**src/rtl/receiver_event_fifo_if.sv**
```systemverilog
// receiver_event_fifo_if: valid/ready bundle carrying captured sensor events downstream
// Ports: out_valid/out_sensor_id/out_data/out_timestamp flow master->slave, out_ready flows slave->master
interface receiver_event_fifo_if #(parameter int ID_W = 3);
    logic            out_valid;
    logic            out_ready;
    logic [ID_W-1:0] out_sensor_id;
    logic [16:0]     out_data;
    logic [23:0]     out_timestamp;
    modport master (output out_valid, out_sensor_id, out_data, out_timestamp, input out_ready);
    modport slave  (input out_valid, out_sensor_id, out_data, out_timestamp, output out_ready);
endinterface

```
**src/rtl/receiver_event_fifo.sv**
```systemverilog
// receiver_event_fifo: round-robin capture of decoder words into a FWFT FIFO with per-channel clear pulses
// Ports: clk_96MHz/reset (async, active-high); data_availible/decoded_data/timestamp_last_data from decoders;
//        reset_decoder back to decoders; out_if master handshake to the serialiser; fifo_count occupancy;
//        full_stall sticky flag for a request refused while full
module receiver_event_fifo #(
    parameter int NUM_RECEIVERS = 4,
    parameter int DEPTH         = 8,
    parameter int ID_W          = 3
) (
    input  logic                        clk_96MHz,
    input  logic                        reset,
    input  logic [NUM_RECEIVERS-1:0]    data_availible,
    input  logic [17*NUM_RECEIVERS-1:0] decoded_data,
    input  logic [24*NUM_RECEIVERS-1:0] timestamp_last_data,
    output logic [NUM_RECEIVERS-1:0]    reset_decoder,
    output logic [$clog2(DEPTH):0]      fifo_count,
    output logic                        full_stall,
    receiver_event_fifo_if.master       out_if
);
    localparam int AW = $clog2(DEPTH);
    localparam int CW = AW + 1;
    logic [AW-1:0]            wr_ptr_q, wr_ptr_d, rd_ptr_q, rd_ptr_d;
    logic [CW-1:0]            count_q, count_d;
    logic [ID_W-1:0]          rr_q, rr_d;
    logic [NUM_RECEIVERS-1:0] rst_dec_q, rst_dec_d, mask_q, mask_d;
    logic                     boot_q, boot_d, stall_q, stall_d;
    logic [ID_W-1:0]          mem_id_q   [DEPTH];
    logic [16:0]              mem_data_q [DEPTH];
    logic [23:0]              mem_ts_q   [DEPTH];
    logic [NUM_RECEIVERS-1:0] eligible;
    logic [ID_W-1:0]          gnt_idx;
    logic                     gnt_found, push_ok, push, pop;
    always_comb begin
        // A channel stays masked while its clear pulse is out and one cycle after, so the decoder can drop its flag
        eligible  = data_availible & ~rst_dec_q & ~mask_q;
        pop       = out_if.out_valid && out_if.out_ready;
        push_ok   = (count_q < CW'(DEPTH)) || pop;
        gnt_found = 1'b0;
        gnt_idx   = '0;
        for (int i = 1; i <= NUM_RECEIVERS; i++) begin
            if (!gnt_found && eligible[(int'(rr_q) + i) % NUM_RECEIVERS]) begin
                gnt_found = 1'b1;
                gnt_idx   = ID_W'((int'(rr_q) + i) % NUM_RECEIVERS);
            end
        end
        push      = gnt_found && push_ok;
        wr_ptr_d  = push ? wr_ptr_q + AW'(1) : wr_ptr_q;
        rd_ptr_d  = pop ? rd_ptr_q + AW'(1) : rd_ptr_q;
        count_d   = count_q + CW'(push) - CW'(pop);
        rr_d      = push ? gnt_idx : rr_q;
        rst_dec_d = push ? NUM_RECEIVERS'(1) << gnt_idx : '0;
        // The all-ones pulse after reset is not a capture, so it must not extend into a mask cycle
        mask_d    = boot_q ? '0 : rst_dec_q;
        boot_d    = 1'b0;
        stall_d   = stall_q | (gnt_found & ~push_ok);
    end
    always_ff @(posedge clk_96MHz or posedge reset) begin
        if (reset) begin
            wr_ptr_q  <= '0;
            rd_ptr_q  <= '0;
            count_q   <= '0;
            rr_q      <= ID_W'(NUM_RECEIVERS - 1);
            rst_dec_q <= '1;
            mask_q    <= '0;
            boot_q    <= 1'b1;
            stall_q   <= 1'b0;
        end else begin
            wr_ptr_q  <= wr_ptr_d;
            rd_ptr_q  <= rd_ptr_d;
            count_q   <= count_d;
            rr_q      <= rr_d;
            rst_dec_q <= rst_dec_d;
            mask_q    <= mask_d;
            boot_q    <= boot_d;
            stall_q   <= stall_d;
        end
    end
    always_ff @(posedge clk_96MHz) begin
        if (push) begin
            mem_id_q[wr_ptr_q]   <= gnt_idx;
            mem_data_q[wr_ptr_q] <= decoded_data[17*gnt_idx +: 17];
            mem_ts_q[wr_ptr_q]   <= timestamp_last_data[24*gnt_idx +: 24];
        end
    end
    assign out_if.out_valid     = count_q != '0;
    assign out_if.out_sensor_id = mem_id_q[rd_ptr_q];
    assign out_if.out_data      = mem_data_q[rd_ptr_q];
    assign out_if.out_timestamp = mem_ts_q[rd_ptr_q];
    assign reset_decoder        = rst_dec_q;
    assign fifo_count           = count_q;
    assign full_stall           = stall_q;
endmodule

```
**src/flat_wrapper.sv**
```systemverilog
// flat-port wrapper written by rule: the top's interface ports become plain ports
module receiver_event_fifo_flat 
#(
    parameter int NUM_RECEIVERS = 4,
    parameter int DEPTH         = 8,
    parameter int ID_W          = 3
)
  (clk_96MHz, reset, data_availible, decoded_data, timestamp_last_data, reset_decoder, fifo_count, full_stall, out_if_out_valid, out_if_out_sensor_id, out_if_out_data, out_if_out_timestamp, out_if_out_ready);
  receiver_event_fifo_if #(.ID_W(ID_W)) out_if_i ();
  input  logic clk_96MHz;
  input  logic reset;
  input  logic [NUM_RECEIVERS-1:0] data_availible;
  input  logic [17*NUM_RECEIVERS-1:0] decoded_data;
  input  logic [24*NUM_RECEIVERS-1:0] timestamp_last_data;
  output logic [NUM_RECEIVERS-1:0] reset_decoder;
  output logic [$clog2(DEPTH):0] fifo_count;
  output logic full_stall;
  output wire logic [$bits(out_if_i.out_valid)-1:0] out_if_out_valid;
  output wire logic [$bits(out_if_i.out_sensor_id)-1:0] out_if_out_sensor_id;
  output wire logic [$bits(out_if_i.out_data)-1:0] out_if_out_data;
  output wire logic [$bits(out_if_i.out_timestamp)-1:0] out_if_out_timestamp;
  input wire logic [$bits(out_if_i.out_ready)-1:0] out_if_out_ready;
  assign out_if_out_valid = out_if_i.out_valid;
  assign out_if_out_sensor_id = out_if_i.out_sensor_id;
  assign out_if_out_data = out_if_i.out_data;
  assign out_if_out_timestamp = out_if_i.out_timestamp;
  assign out_if_i.out_ready = out_if_out_ready;
  receiver_event_fifo #(.NUM_RECEIVERS(NUM_RECEIVERS), .DEPTH(DEPTH), .ID_W(ID_W)) u_core (.clk_96MHz(clk_96MHz), .reset(reset), .data_availible(data_availible), .decoded_data(decoded_data), .timestamp_last_data(timestamp_last_data), .reset_decoder(reset_decoder), .fifo_count(fifo_count), .full_stall(full_stall), .out_if(out_if_i));
endmodule
```
**config.mk**
```make
export PLATFORM = sky130hd
export DESIGN_NAME = receiver_event_fifo_flat
export DESIGN_NICKNAME = d
export VERILOG_FILES = /design/src/rtl/receiver_event_fifo_if.sv /design/src/rtl/receiver_event_fifo.sv /design/src/flat_wrapper.sv
export SDC_FILE = /design/constraint.sdc
export NUM_CORES = 1
export LEC_CHECK = 0
export BUFFER_PORTS_ARGS = -buffer_cell sky130_fd_sc_hd__buf_4
export CORE_MARGIN = 4
export CORE_UTILIZATION = 51
export CTS_BUF_LIST = sky130_fd_sc_hd__clkbuf_16
export CTS_CLUSTER_DIAMETER = 200
export DETAILED_ROUTE_END_ITERATION = 8
export GPL_ROUTABILITY_DRIVEN = 0
export PLACE_DENSITY = 0.75
export SETUP_SLACK_MARGIN = 0.02
export SLEW_MARGIN = 20
export SYNTH_ARGS = -nofsm -noshare
export SYNTH_HDL_FRONTEND = slang
export SYNTH_SLANG_ARGS = --single-unit
export TNS_END_PERCENT = 1
```
**constraint.sdc**
```tcl
create_clock -name clk_96MHz -period 8.01 [get_ports clk_96MHz]
set_clock_uncertainty 0.05 [all_clocks]
set_input_delay 0.801 -clock clk_96MHz [delete_from_list [all_inputs] [get_ports clk_96MHz]]
set_output_delay 0.801 -clock clk_96MHz [all_outputs]
set_load 0.02 [all_outputs]
```
==> run summary <==
register area share after synthesis: 71.8%
Pwr Density: 464 mW/mm^2
Final Critical Period: 4360 ps
Die Ht: 180 um
FF-to-FF End: u_core.mem_data_q[2][6]$_DFFE_PP_
Primary FF master, synth: edfxtp_1
clock latency on the worst-skew pair: 510 ps
Setup crit start: u_core.rd_ptr_q[0]$_DFFE_PP0P_
commonest cells in the netlist: 344 x edfxtp_1, 138 x nand2_1, 86 x mux4_2
Post-CTS Resized: 0
Max Buffers Root-to-Sink: 3
crit path launch type: register
post-CTS setup buffers: 0
crit share post-route: 54.4%
Sequential Area: 0.0109 sq mm
input/output buffers: 223
largest net degree at the start of global routing: 85
Setup Viol. Count Final: 0
Yosys Warn Count: 0
P_leak: 6.54 nW
EDFF count, synth: 344
Crit-path slowest cell: dfrtp_4
PnR Total Power: 8.53 mW
Boundary Pins: 225
clock slew at reported path FFs: 60 ps
critical path capture point type: output pin
TNS Setup: 0 ps
GRT Overall Usage: 21.3%
CTS tree: yes
CP max stage delay: 980 ps
Remaining Overflow, GRT: 0
Rows: 62
fraction of layout cells with a size suffix above 1: 41.0%
Pre-antenna DRT Iters: 5
Unique masters post-synth: 40
Hold Fails Final Rpt: 0
Syn Inst Count: 841
first-pass GRT wire length: 53.1 mm
number of global-route vias before repair: 8891
# fillers: 2050
DRC Markers: 0
Yosys top cell by area: edfxtp_1
DRT iter0 DRCs: 709
critical path peak fanout: 47
Async SR Flop Fraction: 6.01%
vias per cell: 5.82
Placed Area: 0.0173 sq mm
DRT Wirelength: 34.9 mm
ANT nets after route: 0
syn avg cell area: 18.0 sq um
Initial Utilization: 52.3%
initial antenna violation count: 2
Seq cells post-synth: 366
Setup crit end: out_if_out_timestamp[23]
die width: 180 um
Root Driver: clkbuf_16
mapped cell area: 0.0152 sq mm
Hold-fix buffers, CTS: 0
slew margin rel.: 30.5%
Hold WC Path Type: in2async
final instance area: 0.0184 sq mm
Most common cell on crit path: buf_4
Synth area leaders: edfxtp_1 68%, mux4_2 13%, nand2_1 3.4%, mux2_2 3.3%, dfrtp_1 2.5%
Data arrival, critical path: 3500 ps
Max Freq: 230 MHz
Yosys top cell area share: 68.1%
core region area: 0.0290 sq mm
Slew Limit Fails: 0
cell with the most instances after synthesis: edfxtp_1
Worst R2R Setup Slack: 4460 ps
CP Data Required Time: 7160 ps
R2R cell count: 7
Max VDD drop: 0.000236 V
RSZ-0062 raised after global routing: false
Worst-Margin Slew: 1040 ps
Area Overhead vs Synth: 21.4%
Worst R2R Start: u_core.reset_decoder[3]$_DFF_PP1_
status: finished, final reports clean
layout net count: 1249
die area: 0.0326 sq mm
Multi-input gate area: 0.00403 sq mm
crit path kind: reg2out
WL per Instance: 23.6 um
routed vias: 8601
htree depth: 2
Num CTS Buffers: 38
worst path cell trace: buf_4 > mux4_2 > mux2_2 > buf_4
MaxCap Viol Count: 0
hpwl dp: 21.5 mm
CTS sink cnt: 366
==> through the flow <==
stage / hold slack, ps / setup WS, ps / utilization [%] / cells
2_1_floorplan: 437 / 1850 / - / 842
3_3_place_gp: 452 / 4070 / 59.5 / 1414
3_5_place_dp: 440 / 4010 / 59.5 / 1414
4_1_cts: 446 / 3500 / 63.4 / 1477
5_1_grt: 492 / 3300 / 63.5 / 1479
6_report: 448 / 3650 / 63.5 / 1479
==> critical path: cells and delay by family (launching register included) <==
kind	cells	cell delay (ps)
flip-flops	1	980
buffers and inverters	2	1030
multiplexers	2	930
==> area by class of cell <==
type / instances / share of cell area (%)
diodes: 2 / 0.0272
clock buffers: 41 / 5.57
clock inverters: 22 / 0.605
inverters: 12 / 0.245
multi-input cells: 410 / 21.9
flip-flops and latches: 366 / 59.2
well taps: 384 / 2.61
repair buffers: 242 / 9.87
==> layer usage <==
metal / vias to the layer above / global-route usage (%) / routed length, um
met5: - / 0 / 0
met4: 0 / 6.14 / 741
met1: 4432 / 29.5 / 14500
li1: 3821 / - / -
met2: 295 / 35.2 / 17600
met3: 53 / 3.77 / 2120
==> kinds of logic after synthesis <==
kind of cell               count (synthesis)  synth area share [%]
AOI/OAI and AO/OA                         94                  4.31
muxes                                    130                  16.0
and+or+nand+nor                          170                  4.72
DFF                                      366                  71.8
other                                      1                0.0247
adders and majority gates                  8                 0.710
buffers and inverters                     66                  2.03
xor gates and xnor gates                   6                 0.347
==> state kept, by name (all words and copies together), names as in the netlist <==
| register | flops |
|---|---|
| u_core.rd_ptr_q | 3 |
| u_core.reset_decoder | 4 |
| u_core.mask_q | 4 |
| u_core.mem_ts_q | 192 |
| u_core.wr_ptr_q | 3 |
| u_core.boot_q | 1 |
| u_core.mem_id_q | 16 |
| u_core.rr_q | 2 |
| u_core.full_stall | 1 |
| u_core.fifo_count | 4 |
| u_core.mem_data_q | 136 |
==> how the worst min path moves through the flow <==
stage / endpoint / slack (ps) / depth (start not counted)
after floorplan: u_core.mask_q[0]$_DFF_PP0_ / 440 / 1
after global placement: u_core.mask_q[3]$_DFF_PP0_ / 450 / 1
after detailed placement: u_core.full_stall$_DFF_PP0_ / 440 / 1
after CTS: u_core.mask_q[3]$_DFF_PP0_ / 450 / 2
after global routing: u_core.mask_q[3]$_DFF_PP0_ / 490 / 1
final: u_core.wr_ptr_q[0]$_DFFE_PP0N_ / 450 / 2
==> layout by cell type (no fill, tap or decap), drive strengths merged, types with 7 or more instances in the layout <==
cell type	n
mux2	44
a21oi	42
ha	7
inv	19
clkinv	12
nor2	8
edfxtp	344
clkbuf	41
a32oi	42
mux4	86
buf	242
dfrtp	15
nand2	138
dfstp	7
==> power breakdown <==
part           switching (mW)  leakage (nW)  total (mW)  internal [mW]
registers               0.237          3.38        3.47           3.24
clock network           0.679         0.578        1.60          0.919
logic                    2.11          2.58        3.46           1.36
total                    3.02          6.54        8.53           5.51
Note: power is estimated with default switching activity, not from simulation.
